[config.mk]
export PLATFORM = sky130hd
export DESIGN_NAME = pattern_gen_272p_flat
export DESIGN_NICKNAME = d
export VERILOG_FILES = /design/src/rtl/pattern_pkg.sv /design/src/rtl/pattern_gen_272p_if.sv /design/src/rtl/pattern_mode_ctl.sv /design/src/rtl/pattern_gen_272p.sv /design/src/flat_wrapper.sv
export SDC_FILE = /design/constraint.sdc
export NUM_CORES = 1
export LEC_CHECK = 0
export ABC_AREA = 1
export BUFFER_PORTS_ARGS = -buffer_cell sky130_fd_sc_hd__buf_2
export CORE_UTILIZATION = 50
export CTS_CLUSTER_SIZE = 25
export DETAILED_ROUTE_END_ITERATION = 8
export GPL_ROUTABILITY_DRIVEN = 0
export HOLD_SLACK_MARGIN = 0.02
export MAX_ROUTING_LAYER = met4
export PLACE_DENSITY = 0.84
export SLEW_MARGIN = 20
export SYNTH_ARGS = -nofsm -noshare
export SYNTH_HDL_FRONTEND = slang
export SYNTH_SLANG_ARGS = --single-unit
[constraint.sdc]
create_clock -name clk_pix -period 2.1 [get_ports clk_pix]
set_input_delay 0.315 -clock clk_pix [delete_from_list [all_inputs] [get_ports clk_pix]]
set_output_delay 0.315 -clock clk_pix [all_outputs]
set_load 0.01 [all_outputs]
[src/rtl/pattern_pkg.sv]
// Shared types and constants for the pattern generator: mode encoding and
// the geometry of the square, bar and checker patterns.
package pattern_pkg;

  typedef enum logic [1:0] {
    MODE_SQUARE  = 2'd0,
    MODE_BARS    = 2'd1,
    MODE_CHECKER = 2'd2,
    MODE_GRAD    = 2'd3
  } mode_t;

  localparam int SQ_SIZE   = 256;
  localparam int BAR_SHIFT = 6;
  localparam int CHK_SHIFT = 5;

  // Modes cycle SQUARE -> BARS -> CHECKER -> GRAD -> SQUARE.
  function automatic mode_t mode_succ(input mode_t m);
    logic [1:0] n;
    n = m + 2'd1;
    return mode_t'(n);
  endfunction

endpackage

[src/rtl/pattern_gen_272p_if.sv]
// Video bus for the pattern generator: display timing in, delayed timing
// and RGB colour out.
interface pattern_gen_272p_if #(
  parameter int CORDW = 10,
  parameter int RW    = 5,
  parameter int GW    = 6,
  parameter int BW    = 5
);
  logic [CORDW-1:0] sx;
  logic [CORDW-1:0] sy;
  logic             hsync;
  logic             vsync;
  logic             de;
  logic             out_hsync;
  logic             out_vsync;
  logic             out_de;
  logic [RW-1:0]    out_r;
  logic [GW-1:0]    out_g;
  logic [BW-1:0]    out_b;

  modport master (
    output sx, sy, hsync, vsync, de,
    input  out_hsync, out_vsync, out_de, out_r, out_g, out_b
  );

  modport slave (
    input  sx, sy, hsync, vsync, de,
    output out_hsync, out_vsync, out_de, out_r, out_g, out_b
  );
endinterface

[src/rtl/pattern_mode_ctl.sv]
// Frame counter and pattern mode sequencer; a mode request is held pending
// and only applied at the next frame start so the mode never changes mid-frame.
module pattern_mode_ctl
  import pattern_pkg::*;
#(
  parameter int CORDW = 10
) (
  input  logic             clk_pix,
  input  logic             rst_pix,
  input  logic [CORDW-1:0] sx,
  input  logic [CORDW-1:0] sy,
  input  logic             mode_next,
  output mode_t            mode,
  output logic [7:0]       frame_cnt
);

  mode_t      mode_q, mode_d;
  logic       pend_q, pend_d;
  logic [7:0] fc_q, fc_d;
  logic       frame_start;

  assign frame_start = (sx == '0) && (sy == '0);

  always_ff @(posedge clk_pix) begin
    if (rst_pix) begin
      mode_q <= MODE_SQUARE;
      pend_q <= 1'b0;
      fc_q   <= 8'd0;
    end else begin
      mode_q <= mode_d;
      pend_q <= pend_d;
      fc_q   <= fc_d;
    end
  end

  // A request arriving on a frame start that finds nothing pending only arms
  // the flag; one arriving while already pending is dropped.
  always_comb begin
    mode_d = mode_q;
    pend_d = pend_q;
    fc_d   = fc_q;
    if (frame_start) begin
      fc_d = fc_q + 8'd1;
    end
    if (frame_start && pend_q) begin
      mode_d = mode_succ(mode_q);
      pend_d = 1'b0;
    end else if (mode_next) begin
      pend_d = 1'b1;
    end
  end

  assign mode      = mode_q;
  assign frame_cnt = fc_q;

endmodule

[src/rtl/pattern_gen_272p.sv]
// Two-stage test pattern generator (square, bars, checker, gradient).
// Define PATTERN_ANIM_EN to scroll modes 1-3 horizontally by frame_cnt.
module pattern_gen_272p
  import pattern_pkg::*;
#(
  parameter int CORDW = 10,
  parameter int RW    = 5,
  parameter int GW    = 6,
  parameter int BW    = 5
) (
  input  logic                    clk_pix,
  input  logic                    rst_pix,
  pattern_gen_272p_if.slave       vid,
  input  logic                    mode_next,
  output logic [1:0]              mode,
  output logic [7:0]              frame_cnt
);

  mode_t      mode_w;
  logic [7:0] fc_w;

  pattern_mode_ctl #(.CORDW(CORDW)) u_mode_ctl (
    .clk_pix   (clk_pix),
    .rst_pix   (rst_pix),
    .sx        (vid.sx),
    .sy        (vid.sy),
    .mode_next (mode_next),
    .mode      (mode_w),
    .frame_cnt (fc_w)
  );

  assign mode      = mode_w;
  assign frame_cnt = fc_w;

  // Left-justify a sw-bit source into a w-bit channel.
  function automatic logic [15:0] fit(input logic [7:0] v, input int sw, input int w);
    if (w >= sw) return 16'(v) << (w - sw);
    else         return 16'(v) >> (sw - w);
  endfunction

`ifdef PATTERN_ANIM_EN
  function automatic logic [7:0] scroll(input logic [CORDW-1:0] s, input logic [7:0] f);
    logic [CORDW-1:0] t;
    t = s + CORDW'(f);
    return t[8:1];
  endfunction
`endif

  // Only px[8:1], sx[7:4] and sy[7:4] feed the patterns; the square test is
  // resolved here so the full coordinates need not be carried forward.
  logic [8:1] px_p1;
  logic [7:4] sxn_p1;
  logic [7:4] sy_p1;
  logic       sq_p1;
  logic       hs_p1, vs_p1, vld_p1;

  // Stage 1: pattern coordinate and timing
  always_ff @(posedge clk_pix) begin
    if (rst_pix) begin
      px_p1  <= '0;
      sxn_p1 <= '0;
      sy_p1  <= '0;
      sq_p1  <= 1'b0;
      hs_p1  <= 1'b0;
      vs_p1  <= 1'b0;
      vld_p1 <= 1'b0;
    end else begin
`ifdef PATTERN_ANIM_EN
      px_p1  <= scroll(vid.sx, fc_w);
`else
      px_p1  <= vid.sx[8:1];
`endif
      sxn_p1 <= vid.sx[7:4];
      sy_p1  <= vid.sy[7:4];
      sq_p1  <= (int'(vid.sx) < SQ_SIZE) && (int'(vid.sy) < SQ_SIZE);
      hs_p1  <= vid.hsync;
      vs_p1  <= vid.vsync;
      vld_p1 <= vid.de;
    end
  end

  logic [RW-1:0] r_c;
  logic [GW-1:0] g_c;
  logic [BW-1:0] b_c;
  logic [2:0]    bar_idx;
  logic          chk_on;

  assign bar_idx = px_p1[BAR_SHIFT+2:BAR_SHIFT];
  assign chk_on  = px_p1[CHK_SHIFT] ^ sy_p1[CHK_SHIFT];

  always_comb begin
    r_c = '0;
    g_c = '0;
    b_c = '0;
    unique case (mode_w)
      MODE_SQUARE: begin
        if (sq_p1) begin
          r_c = RW'(fit({4'h0, sxn_p1}, 4, RW));
          g_c = GW'(fit({4'h0, sy_p1}, 4, GW));
          b_c = BW'(fit(8'h04, 4, BW));
        end
      end
      MODE_BARS: begin
        r_c = {RW{bar_idx[2]}};
        g_c = {GW{bar_idx[1]}};
        b_c = {BW{bar_idx[0]}};
      end
      MODE_CHECKER: begin
        r_c = {RW{chk_on}};
        g_c = {GW{chk_on}};
        b_c = {BW{chk_on}};
      end
      MODE_GRAD: begin
        r_c = RW'(fit(px_p1, 8, RW));
        g_c = GW'(fit(px_p1, 8, GW));
        b_c = BW'(fit(px_p1, 8, BW));
      end
      default: ;
    endcase
  end

  logic [RW-1:0] r_p2;
  logic [GW-1:0] g_p2;
  logic [BW-1:0] b_p2;
  logic          hs_p2, vs_p2, vld_p2;

  // Stage 2: colour with blanking
  always_ff @(posedge clk_pix) begin
    if (rst_pix) begin
      r_p2   <= '0;
      g_p2   <= '0;
      b_p2   <= '0;
      hs_p2  <= 1'b0;
      vs_p2  <= 1'b0;
      vld_p2 <= 1'b0;
    end else begin
      r_p2   <= vld_p1 ? r_c : '0;
      g_p2   <= vld_p1 ? g_c : '0;
      b_p2   <= vld_p1 ? b_c : '0;
      hs_p2  <= hs_p1;
      vs_p2  <= vs_p1;
      vld_p2 <= vld_p1;
    end
  end

  assign vid.out_r     = r_p2;
  assign vid.out_g     = g_p2;
  assign vid.out_b     = b_p2;
  assign vid.out_hsync = hs_p2;
  assign vid.out_vsync = vs_p2;
  assign vid.out_de    = vld_p2;

endmodule
[src/flat_wrapper.sv]
// flat-port wrapper written by rule: the top's interface ports become plain ports
module pattern_gen_272p_flat import pattern_pkg::*;
#(
  parameter int CORDW = 10,
  parameter int RW    = 5,
  parameter int GW    = 6,
  parameter int BW    = 5
)
  (clk_pix, rst_pix, mode_next, mode, frame_cnt, vid_sx, vid_sy, vid_hsync, vid_vsync, vid_de, vid_out_hsync, vid_out_vsync, vid_out_de, vid_out_r, vid_out_g, vid_out_b);
  pattern_gen_272p_if #(.CORDW(CORDW), .RW(RW), .GW(GW), .BW(BW)) vid_i ();
  input  logic clk_pix;
  input  logic rst_pix;
  input  logic mode_next;
  output logic [1:0] mode;
  output logic [7:0] frame_cnt;
  input wire logic [$bits(vid_i.sx)-1:0] vid_sx;
  input wire logic [$bits(vid_i.sy)-1:0] vid_sy;
  input wire logic [$bits(vid_i.hsync)-1:0] vid_hsync;
  input wire logic [$bits(vid_i.vsync)-1:0] vid_vsync;
  input wire logic [$bits(vid_i.de)-1:0] vid_de;
  output wire logic [$bits(vid_i.out_hsync)-1:0] vid_out_hsync;
  output wire logic [$bits(vid_i.out_vsync)-1:0] vid_out_vsync;
  output wire logic [$bits(vid_i.out_de)-1:0] vid_out_de;
  output wire logic [$bits(vid_i.out_r)-1:0] vid_out_r;
  output wire logic [$bits(vid_i.out_g)-1:0] vid_out_g;
  output wire logic [$bits(vid_i.out_b)-1:0] vid_out_b;
  assign vid_i.sx = vid_sx;
  assign vid_i.sy = vid_sy;
  assign vid_i.hsync = vid_hsync;
  assign vid_i.vsync = vid_vsync;
  assign vid_i.de = vid_de;
  assign vid_out_hsync = vid_i.out_hsync;
  assign vid_out_vsync = vid_i.out_vsync;
  assign vid_out_de = vid_i.out_de;
  assign vid_out_r = vid_i.out_r;
  assign vid_out_g = vid_i.out_g;
  assign vid_out_b = vid_i.out_b;
  pattern_gen_272p #(.CORDW(CORDW), .RW(RW), .GW(GW), .BW(BW)) u_core (.clk_pix(clk_pix), .rst_pix(rst_pix), .vid(vid_i), .mode_next(mode_next), .mode(mode), .frame_cnt(frame_cnt));
endmodule
==> run summary, run 1 <==
## Worst setup path
* Crit path arrival time: 1810 ps
* cell at the slowest stage of the critical path: sky130_fd_sc_hd__dfxtp_1
* Largest stage delay, worst path: 460 ps
* Startpoint Class: register
* series of cell instances along the critical path: inv_1, ha_1, nand2_1, o21ai_0, o21ai_0, o21ai_0
* type of element capturing the critical path: register
* cell repeated most along the worst path: sky130_fd_sc_hd__o21ai_0
* critical path type: reg -> reg
* crit-path max FO: 6
* required time at the endpoint of the critical path: 2330 ps

## Die
* width of the chip: 60.9 µm
* die height: 60.9 µm
* starting utilization of the core area: 52.0%
* die footprint: 3710 µm²
* num ports: 55
* Core Area: 3340 µm²
* Placement Rows: 21

## CTS
* H-tree levels: 2
* sink count of the clock tree: 44
* worst-skew pair later-pin latency: 360 ps
* TritonCTS clock tree: built
* Post-CTS Resized: 0
* clock input transition at the sequential cells of the worst setup and hold paths: 110 ps
* Inserted Clock Buffers: 5
* library cell used as clock root buffer: sky130_fd_sc_hd__clkbuf_4
* post-CTS setup-driven buffer insertion count: 0
* number of buffers on the longest clock path: 2
* number of hold buffers added after CTS: 0

## Place
* IO buf count: 54
* HPWL after detailed placement: 2350 µm

## Timing
* max_slew headroom: 69.8%
* maximum clock rate: 0.633 GHz
* worst-case clock skew: 14.9 ps
* Final Slew Violations: 0
* Min Clock Period, post-route: 1580 ps
* share of the clock period used by the worst path: 75.2%
* final number of hold-violating endpoints: 0
* final-report setup violation count: 0
* setup repair after global routing missed its margin: no
* transition at the pin with the smallest max-transition slack: 453 ps
* total negative slack: 0 ps

## Logic synthesis
* Post-synth ARST share: 0%
* synthesized area: 1730 µm²
* share of the yosys chip area belonging to registers: 50.8%
* cell count after synthesis: 228
* synthesized area per cell: 7.61 µm²
* most frequent cells after synthesis: sky130_fd_sc_hd__dfxtp_1, sky130_fd_sc_hd__inv_1, sky130_fd_sc_hd__nand2_1, sky130_fd_sc_hd__nor2_1, sky130_fd_sc_hd__o21ai_0
* number of flip-flops and latches in the synthesized netlist: 44
* most frequent cell after synthesis: sky130_fd_sc_hd__dfxtp_1
* top_reg_cell synth: sky130_fd_sc_hd__dfxtp_1
* top cell type by total area after synthesis: sky130_fd_sc_hd__dfxtp_1
* largest cells by area after synthesis: sky130_fd_sc_hd__dfxtp_1, sky130_fd_sc_hd__inv_1, sky130_fd_sc_hd__nand2_1, sky130_fd_sc_hd__nor2_1, sky130_fd_sc_hd__o21ai_0
* post-synth top area share: 50.8%
* count of warnings emitted by yosys: 0
* post-synthesis net count: 259
* number of enable-type register cells in the synthesized netlist: 0
* distinct cell type count of the synthesized netlist: 24

## Route
* final wirelength: 3170 µm
* antenna viol nets, final: 0
* via total after detailed routing: 1,523
* routed vias/inst: 4.59
* number of optimization iterations in the first detailed-route pass: 4
* Iteration-0 DRC Markers: 60
* post-detailed-route wirelength per cell: 9.55 µm
* DRC violation count after routing: 0

## Global route
* GRT Resource Usage Total: 19.4%
* wire length of the first global-routing pass: 5070 µm
* global routing usage on met1: 20.1%
* number of antenna violations at the first check in global routing: 0
* maximum number of pins on one net before global-route repair: 22
* global-route met2 utilization: 34.4%
* number of global-route vias before repair: 1,260
* met3 track utilization from global routing: 5.76%
* layer with the highest usage: met2
* total congestion overflow after global routing: 0

## Worst hold path
* class of the worst hold path: in -> reg

## Power
* static leakage: 1.12 nW
* largest voltage drop on the vdd net: 0.340 mV
* total power density per cell area: 640 nW/µm²

## Layout
* number of fillers in the final layout: 327
* fraction of final layout cells sized beyond drive strength 1: 24.5%
* antenna cell count: 0
* utilization after layout: 62.8%
* area overhead of the layout relative to synthesis: 20.9%
* Layout Nets: 316

## Status
* status: completed

## Job
* number of maximum-capacitance constraint violations: 0

==> metrics by stage <==
stage,total power [mW],worst slack [ps],cell area (µm²),std cells,hold WS (ps)
after floorplan,0.913,789,1730,228,388
after global placement,0.945,633,2040,324,390
after detailed placement,0.948,570,2040,324,394
after CTS,1.35,565,2100,332,141
after global routing,1.40,409,2100,332,144
final,1.34,520,2100,332,156
==> layout by cell type, fill, tap and decap left out, drive strengths merged, types with 2 or more instances in the layout <==
master	instances
buf	54
dfxtp	44
inv	43
nand2	42
nor2	42
o21ai	25
clkbuf	8
a21oi	7
nand3	7
ha	5
or2	2
==> power breakdown <==
part	switching (mW)	internal, mW
Sequential	0.00745	0.852
Combinational	0.0357	0.0327
Clock	0.248	0.165
Total	0.291	1.05
==> critical path, delay by kind of cell, from the launching register on <==
kind,cells,cell delay (ps)
buffers and inverters,1,90
adders and majority gates,1,220
DFF,1,460
and+or+nand+nor,1,150
AOI/OAI and AO/OA,3,540
==> final timing paths <==
kind	startpoint	endpoint	slack, ps	cells after the start
worst max-delay path	u_core.u_mode_ctl.mode[0]	u_core.vid.out_g[4]	520	6
worst min-delay path	vid_vsync	u_core.vs_p1	160	3
worst max register to register	u_core.u_mode_ctl.mode[0]	u_core.vid.out_g[4]	520	6
worst min register to register	u_core.hs_p1	u_core.vid.out_hsync	410	2
==> flip-flops by register name, indices dropped and copies added, names as in the netlist <==
register                     count
u_core.sy_p1                     4
u_core.u_mode_ctl.frame_cnt      8
u_core.vid.out_de                1
u_core.vld_p1                    1
u_core.hs_p1                     1
u_core.px_p1                     3
u_core.sxn_p1                    3
u_core.vs_p1                     1
u_core.vid.out_r                 5
u_core.vid.out_b                 5
u_core.u_mode_ctl.mode           2
u_core.vid.out_hsync             1
u_core.u_mode_ctl.pend_q         1
u_core.vid.out_vsync             1
u_core.vid.out_g                 6
u_core.sq_p1                     1
==> kinds of logic after synthesis <==
logic type | Yosys count | share of synthesized area (%)
simple gates | 96 | 23.9
buf+inv | 47 | 10.7
flops | 44 | 50.8
compound gates | 34 | 10.0
fa+ha+maj | 5 | 3.61
xor+xnor | 2 | 1.01
==> per-layer routing <==
metal	up-vias	wire length [µm]
li1	805	-
met1	659	1330
met2	53	1580
met3	6	193
met4	0	59
met5	-	0
==> layout make-up <==
type	instances	area, µm²	area share, %
Inverter	43	161	7.70
Sequential cell	44	881	42.0
Timing Repair Buffer	54	270	12.9
Tap cell	46	57.6	2.74
Clock buffer	8	58.8	2.80
Multi-Input combinational cell	137	668	31.9
(Power assumes the default switching activity.)
==> inputs of run 2 (changes only) <==
- CORE_UTILIZATION: 50 -> 45
- PLACE_DENSITY: 0.84 -> 0.8
- clock period: 2.1 -> 1.3 ns (I/O delays scaled with it)
==> run summary, run 2 (synthesis results as in run 1) <==
## CTS
* clock input transition at the sequential cells of the worst setup and hold paths: 80 ps, -30 ps
* H-tree levels: 2, unchanged
* number of buffers on the longest clock path: 2, unchanged
* library cell used as clock root buffer: sky130_fd_sc_hd__clkbuf_8
* sink count of the clock tree: 44, unchanged
* Inserted Clock Buffers: 5, unchanged
* number of hold buffers added after CTS: 0, unchanged
* worst-skew pair later-pin latency: 290 ps, -70 ps
* TritonCTS clock tree: built

## Route
* via total after detailed routing: 1,600, +5.1%
* Iteration-0 DRC Markers: 63, +5.0%
* number of optimization iterations in the first detailed-route pass: 4, unchanged
* DRC violation count after routing: 0, unchanged
* routed vias/inst: 4.69, +2.3%
* antenna viol nets, final: 0, unchanged
* post-detailed-route wirelength per cell: 10.3 µm, +8.1%
* final wirelength: 3520 µm, +11%

## Status
* status: completed

## Die
* die footprint: 4110 µm², +11%
* starting utilization of the core area: 47.0%, -5.0 points
* die height: 64.1 µm, +5.2%
* width of the chip: 64.1 µm, +5.2%
* Placement Rows: 22, +4.8%
* Core Area: 3690 µm², +11%
* num ports: 55, unchanged

## Worst setup path
* type of element capturing the critical path: register
* crit-path max FO: 5, -1
* Crit path arrival time: 1430 ps, -380 ps
* required time at the endpoint of the critical path: 1460 ps, -870 ps
* critical path type: reg -> reg
* Startpoint Class: register

## Timing
* max_slew headroom: 80.6%, +11 points
* final number of hold-violating endpoints: 0, unchanged
* share of the clock period used by the worst path: 97.3%, +22 points
* Min Clock Period, post-route: 1270 ps, -315 ps
* maximum clock rate: 0.790 GHz, +25%
* Final Slew Violations: 0, unchanged
* total negative slack: 0 ps, unchanged
* worst-case clock skew: 6.61 ps, -8.31 ps
* final-report setup violation count: 0, unchanged
* transition at the pin with the smallest max-transition slack: 290 ps, -163 ps
* setup repair after global routing missed its margin: yes

## Global route
* GRT Resource Usage Total: 18.7%, -0.71 points
* total congestion overflow after global routing: 0, unchanged
* wire length of the first global-routing pass: 5690 µm, +12%
* number of antenna violations at the first check in global routing: 0, unchanged
* number of global-route vias before repair: 1,432, +14%
* maximum number of pins on one net before global-route repair: 21, -4.5%

## Layout
* area overhead of the layout relative to synthesis: 29.0%
* most frequent cells in the layout: sky130_fd_sc_hd__buf_2, sky130_fd_sc_hd__inv_1, sky130_fd_sc_hd__dfxtp_1
* final standard cell area without fillers: 2240 µm², +6.7%
* antenna cell count: 0, unchanged
* Layout Nets: 324, +2.5%
* number of flip-flops in the largest register: 8, unchanged
* fraction of final layout cells sized beyond drive strength 1: 30.7%, +6.2 points
* final cell count without fillers: 341, +2.7%
* most frequent standard cell in the layout excluding fill and tap cells: sky130_fd_sc_hd__buf_2

## Place
* cell count after placement: 332, +2.5%
* IO buf count: 54, unchanged
* HPWL after detailed placement: 2630 µm, +12%
* post-placement cell area: 2100 µm², +3.0%

## Power
* largest voltage drop on the vdd net: 0.597 mV, +76%
* total power density per cell area: 1070 nW/µm², +67%
* total power draw: 2.39 mW, +78%
* static leakage: 1.19 nW, +6.0%

## Worst hold path
* class of the worst hold path: in -> reg

## Job
* number of maximum-capacitance constraint violations: 0, unchanged

==> run 2: changes by cell type in the layout (fill, tap and decap cells not counted), moves of 3 or more <==
cell	change
sky130_fd_sc_hd__o21ai_1	+10
sky130_fd_sc_hd__clkbuf_4	-5
sky130_fd_sc_hd__dfxtp_1	-4
sky130_fd_sc_hd__o21ai_0	-12
sky130_fd_sc_hd__dfxtp_2	+3
sky130_fd_sc_hd__clkbuf_8	+6
sky130_fd_sc_hd__buf_4	+7
==> run 2: worst paths after layout <==
kind | depth (start not counted) | to | start | slack (ps)
worst min register to register | 2 | u_core.vid.out_vsync | u_core.vs_p1 | 410
worst max register to register | 6 | u_core.vid.out_g[2] | u_core.u_mode_ctl.mode[0] | 30
worst min-delay path | 3 | u_core.vs_p1 | vid_vsync | 100
worst max-delay path | 6 | u_core.vid.out_g[2] | u_core.u_mode_ctl.mode[0] | 30
==> run 2: final cells by class <==
cell class	instances	area, µm²
inverters	43	161
well taps	48	60.1
fillers	373	1450
flip-flops and latches	44	888
repair buffers	62	343
clock buffers	7	96.3
multi-input cells	137	688
==> run 2: critical path, cell delays in order, from the launching register on <==
cell and delay (ps):
sky130_fd_sc_hd__dfxtp_4 370, sky130_fd_sc_hd__inv_1 60, sky130_fd_sc_hd__ha_1 210, sky130_fd_sc_hd__nand2_2 120
sky130_fd_sc_hd__o21ai_1 130, sky130_fd_sc_hd__o21ai_1 150, sky130_fd_sc_hd__o21ai_0 110
==> run 2: routing by layer <==
layer  share of wire, %  vias to the layer above  GRT usage (%)
met5                  0                        -              -
met4               0.80                        0           6.25
met3                5.0                        4           6.43
met2                 53                       55           34.2
met1                 41                      720           18.4
li1                   -                      821              -
==> run 2: per-stage QoR <==
stage          utilization, %  hold slack [ps]  setup WS [ps]
2_1_floorplan               -              302           38.2
3_3_place_gp             56.9              391           12.5
3_5_place_dp             56.9              398          -46.8
4_1_cts                  59.6             90.6           3.65
5_1_grt                  60.7             98.6          -45.4
6_report                 60.7              100           34.6
==> run 2: timing repair <==
action / CTS / global route
buffers inserted: 0 / 2
gates cloned: 0 / 0
gates resized for setup: 5 / 18
pin swaps: 0 / 2
endpoints found under the setup margin: 9 / 15
==> run 2: where the power goes <==
part	switching (mW)	total [mW]	internal, mW	leakage [nW]
clock	0.411	0.883	0.473	0.0503
sequential	0.0125	1.39	1.37	0.361
combinational	0.0621	0.119	0.0573	0.778
total	0.485	2.39	1.90	1.19
